[src/rtl/asyn_fifo_pkg.sv]
// Shared pointer widths and Gray/binary conversion helpers for the async FIFO.
package asyn_fifo_pkg;
    localparam int PTR_WIDTH = 4;
    localparam int DEPTH     = 2 ** PTR_WIDTH;

    // One extra MSB distinguishes full from empty when the addresses match.
    typedef logic [PTR_WIDTH:0] ptr_t;

    function automatic ptr_t bin2gray(input ptr_t b);
        return b ^ (b >> 1);
    endfunction

    function automatic ptr_t gray2bin(input ptr_t g);
        ptr_t b;
        b[PTR_WIDTH] = g[PTR_WIDTH];
        for (int i = PTR_WIDTH - 1; i >= 0; i--)
            b[i] = b[i+1] ^ g[i];
        return b;
    endfunction
endpackage

[src/rtl/gray2bin_conv.sv]
// Combinational Gray-to-binary converter for a synchronized FIFO pointer.
module gray2bin_conv
    import asyn_fifo_pkg::*;
(
    input  logic [PTR_WIDTH:0] gray_i,
    output logic [PTR_WIDTH:0] bin_o
);
    assign bin_o = gray2bin(gray_i);
endmodule

[src/rtl/wptr_full_ctrl.sv]
// Write-side pointer and full/overflow controller of the async FIFO.
// Define ALMOST_FULL_EN to build the registered almost-full flag.
module wptr_full_ctrl
    import asyn_fifo_pkg::*;
#(
    parameter int AF_MARGIN = 2
) (
    input  logic                 clk_i,
    input  logic                 rst_n_i,
    input  logic                 w_en_i,
    input  logic [PTR_WIDTH:0]   rptr_gray_sync_i,
    output logic                 wr_mem_en_o,
    output logic [PTR_WIDTH-1:0] waddr_o,
    output logic [PTR_WIDTH:0]   wptr_gray_o,
    output logic                 full_o,
    output logic                 almost_full_o,
    output logic                 overflow_o
);
    if (AF_MARGIN < 1 || AF_MARGIN > DEPTH - 1) begin : g_bad_margin
        $error("AF_MARGIN out of range 1..DEPTH-1");
    end

    ptr_t wbin;
    ptr_t wbin_next;
    ptr_t wgray_next;
    ptr_t rptr_full_cmp;
    logic accept;
    logic full_next;

    // Decision uses the registered flag, so a slot freed this cycle is usable next cycle.
    assign accept      = w_en_i & ~full_o;
    assign wr_mem_en_o = accept;
    assign waddr_o     = wbin[PTR_WIDTH-1:0];

    assign wbin_next  = wbin + ptr_t'(accept);
    assign wgray_next = bin2gray(wbin_next);

    // Full when the write pointer is exactly one lap ahead: top two Gray bits inverted.
    assign rptr_full_cmp = {~rptr_gray_sync_i[PTR_WIDTH:PTR_WIDTH-1],
                            rptr_gray_sync_i[PTR_WIDTH-2:0]};
    assign full_next     = (wgray_next == rptr_full_cmp);

    always_ff @(posedge clk_i or negedge rst_n_i) begin
        if (!rst_n_i) begin
            wbin        <= '0;
            wptr_gray_o <= '0;
            full_o      <= 1'b0;
            overflow_o  <= 1'b0;
        end else begin
            wbin        <= wbin_next;
            wptr_gray_o <= wgray_next;
            full_o      <= full_next;
            if (w_en_i && full_o)
                overflow_o <= 1'b1;
        end
    end

`ifdef ALMOST_FULL_EN
    ptr_t rbin;
    ptr_t level_next;
    logic almost_full_next;

    gray2bin_conv u_rptr_g2b (
        .gray_i (rptr_gray_sync_i),
        .bin_o  (rbin)
    );

    assign level_next       = wbin_next - rbin;
    assign almost_full_next = (level_next >= ptr_t'(DEPTH - AF_MARGIN));

    always_ff @(posedge clk_i or negedge rst_n_i) begin
        if (!rst_n_i)
            almost_full_o <= 1'b0;
        else
            almost_full_o <= almost_full_next;
    end
`else
    assign almost_full_o = 1'b0;
`endif
endmodule

[config.mk]
export PLATFORM = sky130hd
export DESIGN_NAME = wptr_full_ctrl
export DESIGN_NICKNAME = d
export VERILOG_FILES = /design/src/rtl/asyn_fifo_pkg.sv /design/src/rtl/gray2bin_conv.sv /design/src/rtl/wptr_full_ctrl.sv
export SDC_FILE = /design/constraint.sdc
export NUM_CORES = 1
export LEC_CHECK = 0
export ABC_AREA = 1
export BUFFER_PORTS_ARGS = -buffer_cell sky130_fd_sc_hd__buf_2
export CELL_PAD_IN_SITES_DETAIL_PLACEMENT = 1
export CELL_PAD_IN_SITES_GLOBAL_PLACEMENT = 1
export CORE_UTILIZATION = 30
export CTS_CLUSTER_SIZE = 16
export DETAILED_ROUTE_END_ITERATION = 7
export PLACE_DENSITY = 0.74
export SETUP_SLACK_MARGIN = 0.05
export SYNTH_ARGS = -nofsm -noshare
export SYNTH_HDL_FRONTEND = slang
export SYNTH_SLANG_ARGS = --single-unit
[constraint.sdc]
create_clock -name clk_i -period 2.8 [get_ports clk_i]
set_clock_uncertainty 0.15 [all_clocks]
set_input_delay 0.56 -clock clk_i [delete_from_list [all_inputs] [get_ports clk_i]]
set_output_delay 0.56 -clock clk_i [all_outputs]
set_load 0.03 [all_outputs]
After elaboration in Yosys (flattened, before gate mapping)
Index checks and enable logic that the tools add are counted.
{"block": "word_totals", "register_bits": 12, "latchBits": 0, "mem_bits_rw": 0, "mem_bits_ro": 0, "input_bits": 8, "out_inout_bits": 13, "word_cells": 11, "n_memories": 0}
{"block": "op_classes", "n_addsub": 1, "mul": 0, "n_div": 0, "magnitude_cmp": 0, "n_eq_ne": 1, "shifts": 0, "n_mux": 0, "n_bitwise": 4, "reduce_logical": 1}
{"op": "$add 5x1->5", "count": 1}
{"op": "$eq 5x5->1", "count": 1}
{"op": "$xor 5x4->5", "count": 1}
{"op": "$not 2->2", "count": 1}
{"op": "$and 1x1->1", "count": 1}
{"op": "$logic_and 1x1->1", "count": 1}
{"op": "$not 1->1", "count": 1}

Longest topological paths before layout
Gate-level depths: netlist of run 1.
{"block": "logic_depth", "word_depth": 5, "mapped_depth": 12, "mapped_depth_nobuf": 12}

Least setup slack after synthesis of run 1
OpenSTA, ideal clock, no wires.
{"block": "synth_timing", "path_type": "input port to flip-flop", "start": "input port w_en_i", "end": "register full_o", "setup_ps": 115, "arrival_time_ps": 2125, "required_ps": 2535, "setup_slack_ps": 410, "cell_stages": 11, "path_buffers": 0, "cell_sequence": "inv_1 -> nor2_1 -> ha_1 -> ha_1 -> nor2_1 -> nor2_2 -> nand2_1 -> nand3_1 -> nand2_1 -> nand3_1 -> nor2_1"}
{"block": "synth_via", "elab_chain_len": 4}
{"item": "start, declared", "line": "wptr_full_ctrl.sv:10", "rtl": "input logic w_en_i,"}
{"item": "$and 1x1->1", "line": "wptr_full_ctrl.sv:31", "rtl": "assign accept = w_en_i & ~full_o;"}
{"item": "via wr_mem_en_o", "line": "wptr_full_ctrl.sv:12", "rtl": "output logic wr_mem_en_o,"}
{"item": "$add 5x1->5", "line": "wptr_full_ctrl.sv:35", "rtl": "assign wbin_next = wbin + ptr_t'(accept);"}
{"item": "via wbin_next[2]", "line": "wptr_full_ctrl.sv:24", "rtl": "ptr_t wbin_next;"}
{"item": "$xor 5x4->5", "line": "asyn_fifo_pkg.sv:10", "rtl": "return b ^ (b >> 1);"}
{"item": "$eq 5x5->1", "line": "wptr_full_ctrl.sv:41", "rtl": "assign full_next = (wgray_next == rptr_full_cmp);"}
{"item": "via full_next", "line": "wptr_full_ctrl.sv:28", "rtl": "logic full_next;"}
{"item": "end signal, assigned", "line": "wptr_full_ctrl.sv:52", "rtl": "full_o <= full_next;"}
{"item": "end, declared", "line": "wptr_full_ctrl.sv:15", "rtl": "output logic full_o,"}
The timed path passes the listed nets, and every way through them passes these cells.
A chain may end at the register's enable or synchronous reset.

Final worst setup path of run 1
{"block": "layout_timing", "start": "register full_o", "end": "register full_o"}
{"block": "layout_via", "elab_chain_len": 5}
{"item": "$not 1->1", "line": "wptr_full_ctrl.sv:31"}
{"item": "$and 1x1->1", "line": "wptr_full_ctrl.sv:31"}
{"item": "$add 5x1->5", "line": "wptr_full_ctrl.sv:35"}
{"item": "via wbin_next[4]", "line": "wptr_full_ctrl.sv:24"}
{"item": "$xor 5x4->5", "line": "asyn_fifo_pkg.sv:10"}
{"item": "$eq 5x5->1", "line": "wptr_full_ctrl.sv:41"}
{"item": "via full_next", "line": "wptr_full_ctrl.sv:28"}
The timed path passes the listed nets, and every way through them passes these cells.

==> flow_summary.toml, run 1 <==
[timing]
period_share_pct = 73.0
finalSetupViolCount = 0
clock.fmax_ghz = 0.489
rsz0062_at_grt = "no"
tns_ns = 0
maxSlewViolCount = 0
timing.hold.ws_ns = -0.00121
hold_viol = 2
finalCriticalPeriod_ns = 2.04

[floorplanning]
dieWidth_microns = 46.4
initial_core_util_pct = 33.2
row_count = 15
dieArea_sq_mm = 0.00215
die_y_microns = 46.4
io_pins = 21
core_sq_mm = 0.00178

[cells_and_area]
antenna-diode-count = 0
syn_to_final_growth_pct = 22.8
num-nets-final = 105
most-common-layout-cells = "nand2_1, buf_2, dfrtp_1"
drive_gt1_share_pct = 27.7
layout_commonest_cell = "nand2_1"

[pwr]
power.density_mw_per_mm2 = 1450
power_leakage_nw = 0.408
ir_worst_vdd_uv = 431
comb_power_share_pct = 61.2
seqPwrFrac_pct = 28.9
power.internal_w = 0.000494
p_clk_share_pct = 9.8
switching_power_w = 0.000563
p_sw_share_pct = 53.3

[logic_synthesis]
seq_area_frac_synth_pct = 46.5
synth_top_area_share_pct = 46.5
avgSynthCellArea_sq_um = 8.11
ys_seq_elements = 11
synth_warnings = 0
synth_area_leaders = "dfrtp_1, nand2_1, nand3_1"
ys_types = 17
yosysTopAreaCell = "dfrtp_1"
synthesis.nets = 83
netlist_area_sq_um = 592
synthCells = 73

[global_route]
overflow = 0
antenna_found_initial = 0
grt_pass1_wl_microns = 2200
grt_pass1_vias = 526
grt_usage_pct = 15.0
grt_max_degree = 12

[setup_path]
arrival_ns = 2.09
r2r_start = "full_o"
reg2reg_to = "full_o"
reg2reg_depth = 9
path_class = "flop to flop"
end_kind = "flop"
crit_fanout = 6
regToRegSetupSlack_ns = 0.76
worstSetupEndpoint = "full_o"
startpoint_type = "flop"
cp.required_ns = 2.84
cp-startpoint = "full_o"

[placed_design]
gp_congestion = 0.750
dp_hpwl_microns = 1170
io_buffers = 19

[clocking]
cts_setup_buffers = 0
cts_num_sinks = 11
cts_hold_buf = 0
cts.clk_slew.worst_paths_ns = 0.07
htree_levels = 1
cts_tree = "built"
cts_made_buffers = 3
clk_latency_ns = 0.26
ctsResizeCount = 0
clk_path_buf_depth = 2
cts-root-buf = "clkbuf_4"

[job]
max-cap-violations = 0

[status]
run_status = "complete, but fails checks"
violations = "negative hold slack"

[hold_path]
hp-class = "input pin to async pin"

[route]
vias = 540
drc_errors = 0
dr.pass1.iters = 4
vias_per_cell = 4.54
wire_per_inst_microns = 11.5
drt_iter0_markers = 8
postRouteAntennaNets = 0
wirelength_microns = 1370
## how the worst min path moves through the flow
stage,from,end,slack (ns),cells after the start
floorplan,rst_n_i,full_o,0.11,0
global placement,overflow_o,overflow_o,0.28,1
detailed placement,rst_n_i,wptr_gray_o[0],0.29,1
CTS,rst_n_i,wptr_gray_o[0],0.0003,1
global route,rst_n_i,wptr_gray_o[0],0.007,1
finish,rst_n_i,wptr_gray_o[0],-0.001,1
## sequential cells by signal, indices dropped and copies added (netlist names)
register,flops
full_o,1
wptr_gray_o,4
wbin,5
overflow_o,1
## worst max-delay path, stage by stage (launching register included)
cell     delay [ns]
dfrtp_1        0.40
nor2_1         0.15
ha_1           0.25
ha_1           0.31
nand3_1        0.14
nand2_1        0.10
nand2_2        0.09
xor2_1         0.17
nand3_1        0.10
nor2_1         0.12
## power by group through the flow
stage	clock network [W]	registers, W	logic (W)
2_1_floorplan	0	0.000443	0.000351
3_3_place_gp	0	0.000302	0.000631
3_5_place_dp	0	0.000309	0.000655
4_1_cts	0.000108	0.000306	0.000657
5_1_grt	0.000115	0.000318	0.000714
6_report	0.000104	0.000306	0.000647
## kinds of logic (layout without fill, tap and decap cells)
kind of cell	count (synthesis)	count (layout)	share of synthesized area, %
AOI/OAI and AO/OA	1	1	1.27
xor gates and xnor gates	4	4	5.92
adders and majority gates	2	2	4.23
buffers and inverters	9	30	7.61
DFF	11	11	46.5
other	1	1	0.634
and+or+nand+nor	45	45	33.8
## final cells by class
class,instances,area [sq um]
clock buffers,3,22.5
clock inverters,1,5.00
fillers,233,1060
inverters,7,26.3
multi-input cells,53,272
flip-flops and latches,11,275
well taps,25,31.3
repair buffers,19,95.1
## per-layer routing
| metal | share of wire, % | track usage [%] | routed length [microns] |
|---|---|---|---|
| met1 | 44 | 18.5 | 600 |
| met5 | 0 | 0 | 0 |
| met3 | 0.59 | 1.18 | 8 |
| met4 | 1.7 | 8.82 | 23 |
| met2 | 54 | 25.3 | 733 |
## synth_stat cells
library cell	n
nor2_1	3
nand3_1	8
clkinv_1	1
buf_4	1
nand2_2	2
ha_1	2
xor2_1	2
conb_1	1
a21o_1	1
dfrtp_1	11
buf_6	1
xnor2_1	2
nor2_2	1
nand4_1	4
nand2_1	26
inv_1	6
nand3b_1	1
## metrics by stage
stage	cell area (sq um)	setup slack (ns)	std cells	power, W	util (%)
floorplan	592	0.410	73	0.000794	-
global placement	699	0.592	115	0.000934	39.2
detailed placement	699	0.481	115	0.000964	39.2
CTS	727	0.756	119	0.00107	40.8
global route	727	0.508	119	0.00115	40.8
finish	727	0.757	119	0.00106	40.8
Note: power is estimated with default switching activity, not from simulation.
==> run 2: changes to the inputs <==
ABC_AREA = 0   (was 1)
clock period = 1.8 ns   (was 2.8 ns; I/O delays follow)
==> flow_summary.toml, run 2 <==
[status]
run_status = "complete, but fails checks"
violations = "design-rule violations, negative setup slack"

[timing]
maxSlewViolCount = 0
finalCriticalPeriod_ns = 1.88
rsz0062_at_grt = "yes"
setup_slack_ns = -0.0831
period_share_pct = 105
hold_viol = 0
finalSetupViolCount = 1
clock.fmax_ghz = 0.531

[route]
wl_met3_microns = 47
vias = 421
dr.pass1.iters = 8
drt_iter0_markers = 2
drc_errors = 1
wirelength_microns = 1180
top_layer = "met4"
met1Wirelength_microns = 415
wl_met2_microns = 706
vias_per_cell = 4.73
postRouteAntennaNets = 0
wire_per_inst_microns = 13.3

[placed_design]
place_ws_ns = -0.166
dp_hpwl_microns = 849
gp_congestion = 0.706
io_buffers = 19

[global_route]
grt_max_degree = 12
grt_usage_pct = 13.2
overflow = 0
antenna_found_initial = 0
grt_pass1_vias = 419
grt_pass1_wl_microns = 1800

[logic_synthesis]
async_flop_share_pct = 100
synth_simple_gate_area_share_pct = 7.86
seq_area_frac_synth_pct = 52.4
synthMostInstantiatedCell = "dfrtp_1"
synth_compound_area_share_pct = 6.19
synthCells = 41
ys.flop_type = "dfrtp_1"
synth_warnings = 0
ys_types = 19
synth_top_family_by_area = "XOR/XNOR gates"
yosysTopAreaCell = "dfrtp_1"
synthMuxAreaShare_pct = 1.90
synthesis.nets = 51
avgSynthCellArea_sq_um = 12.8
synth_xor_area_share_pct = 24.8
synth_top_area_share_pct = 52.4
netlist_area_sq_um = 526
synth_area_leaders = "dfrtp_1, xnor2_1, xor2_1"
synthAdderAreaFrac_pct = 4.76
ys_top_cells_by_count = "dfrtp_1, xnor2_1, xor2_1"
synth_edf_count = 0
ys_seq_elements = 11

[floorplanning]
dieArea_sq_mm = 0.00192
dieWidth_microns = 43.9
initial_core_util_pct = 33.3
die_y_microns = 43.9
row_count = 14
io_pins = 21
core_sq_mm = 0.00158

[setup_path]
end_kind = "flop"
cpLargestDelayFamily = "flip-flops"
cp.required_ns = 1.79
crit_fanout = 5
startpoint_type = "flop"
cpPeakStageDelay_ns = 0.43
path_common_cell = "ha_4"
path_class = "flop to flop"
cp_cell_sequence = "nor2b_4 > ha_4 > ha_4 > xor2_4 > xnor2_2 > mux2i_2 > nor4_2"
critPathSlowestCell = "dfrtp_2"
crit_buf_inv = 0
arrival_ns = 1.87

[clocking]
cts_num_sinks = 11
cts.clk_slew.worst_paths_ns = 0.06
cts-root-buf = "clkbuf_4"
clk_path_buf_depth = 2
cts_tree = "built"
htree_levels = 1
clk_latency_ns = 0.26
cts_made_buffers = 3

[cells_and_area]
syn_to_final_growth_pct = 55.7
nFillCells = 176
seq_area_sq_um = 277
drive_gt1_share_pct = 60.3
layout_commonest_cell = "buf_2"
most-common-layout-cells = "buf_2, dfrtp_1, buf_4"
multiInputGateArea_sq_um = 323
largest_register_ffs = 5
top_register = "wbin"
reg_top3 = "wbin x5, wptr_gray_o x4"
antenna-diode-count = 0
num-nets-final = 84

[hold_path]
hp-class = "input pin to flop"

[pwr]
p_clk_share_pct = 8.3
power_leakage_nw = 0.390
ir_worst_vdd_uv = 1150
power.density_mw_per_mm2 = 2370
power.internal_w = 0.00106
p_total_w = 0.00194
seqPwrFrac_pct = 27.0
switching_power_w = 0.000878
p_sw_share_pct = 45.3
comb_power_share_pct = 64.7

[job]
max-cap-violations = 0
[run 2: layer usage]
metal | track usage (%) | vias up
met5 | 0 | -
met2 | 24.5 | 14
met3 | 5.00 | 2
met4 | 3.64 | 0
met1 | 13.8 | 207
li1 | - | 198
[run 2: worst paths after layout]
kind                                           from  cells after the start    endpoint  slack, ns
worst max-delay path                         full_o                      7      full_o      -0.08
worst min-delay path            rptr_gray_sync_i[4]                      3      full_o       0.24
worst max register to register               full_o                      7      full_o      -0.08
worst min register to register           overflow_o                      1  overflow_o       0.33
max in group asynchronous                   rst_n_i                      2      full_o       0.93
min in group asynchronous                   rst_n_i                      2     wbin[3]       0.36
[run 2: repair_timing]
item                                   in CTS  in global routing
hold buffers                                1                  0
gates cloned                                0                  0
buffers inserted                            2                  1
gates resized for setup                     1                  4
pin swaps                                   0                  3
endpoints found under the hold margin      11                  0
setup endpoints to repair                   1                  1
[run 2: logic make-up (layout without fill, tap and decap cells)]
family                   after synthesis  in the layout
AO/OA/AOI/OAI                          4              4
flip-flops                            11             11
XOR/XNOR                              14             14
other                                  1              1
AND/OR/NAND/NOR                        7              7
adder cells (fa/ha/maj)                2              2
buffers and inverters                  1             33
multiplexers                           1              1
[run 2: final cells by class]
cell class | instances | area share [%]
flip-flops and latches | 11 | 33.8
multi-input cells | 29 | 39.4
repair buffers | 29 | 21.1
well taps | 16 | 2.45
clock buffers | 4 | 3.21
[run 2: power by group through the flow]
stage                     Combinational (W)  Clock (W)  Sequential (W)
after floorplan                    0.000534          0        0.000757
after CTS                           0.00115   0.000168        0.000515
after global routing                0.00137   0.000180        0.000546
after global placement              0.00107          0        0.000512
after detailed placement            0.00109          0        0.000520
final                               0.00125   0.000161        0.000524
[run 2: worst reg2reg max path, cell delays in order (launching register included)]
cell     delay [ns]
dfrtp_2        0.43
nor2b_4        0.14
ha_4           0.16
ha_4           0.18
xor2_4         0.19
xnor2_2        0.14
mux2i_2        0.29
nor4_2         0.08
[run 2: stage by stage]
step	cells	TNS [ns]	utilization [%]	cell area, sq um	hold WS, ns
after floorplan	41	-0.171	-	572	-0.0856
after global placement	81	-0.122	46.0	724	0.0893
after detailed placement	81	-0.166	46.0	724	0.0939
after CTS	88	-0.0973	49.6	782	0.224
after global routing	89	-0.168	51.9	818	0.266
final	89	-0.0831	51.9	818	0.244
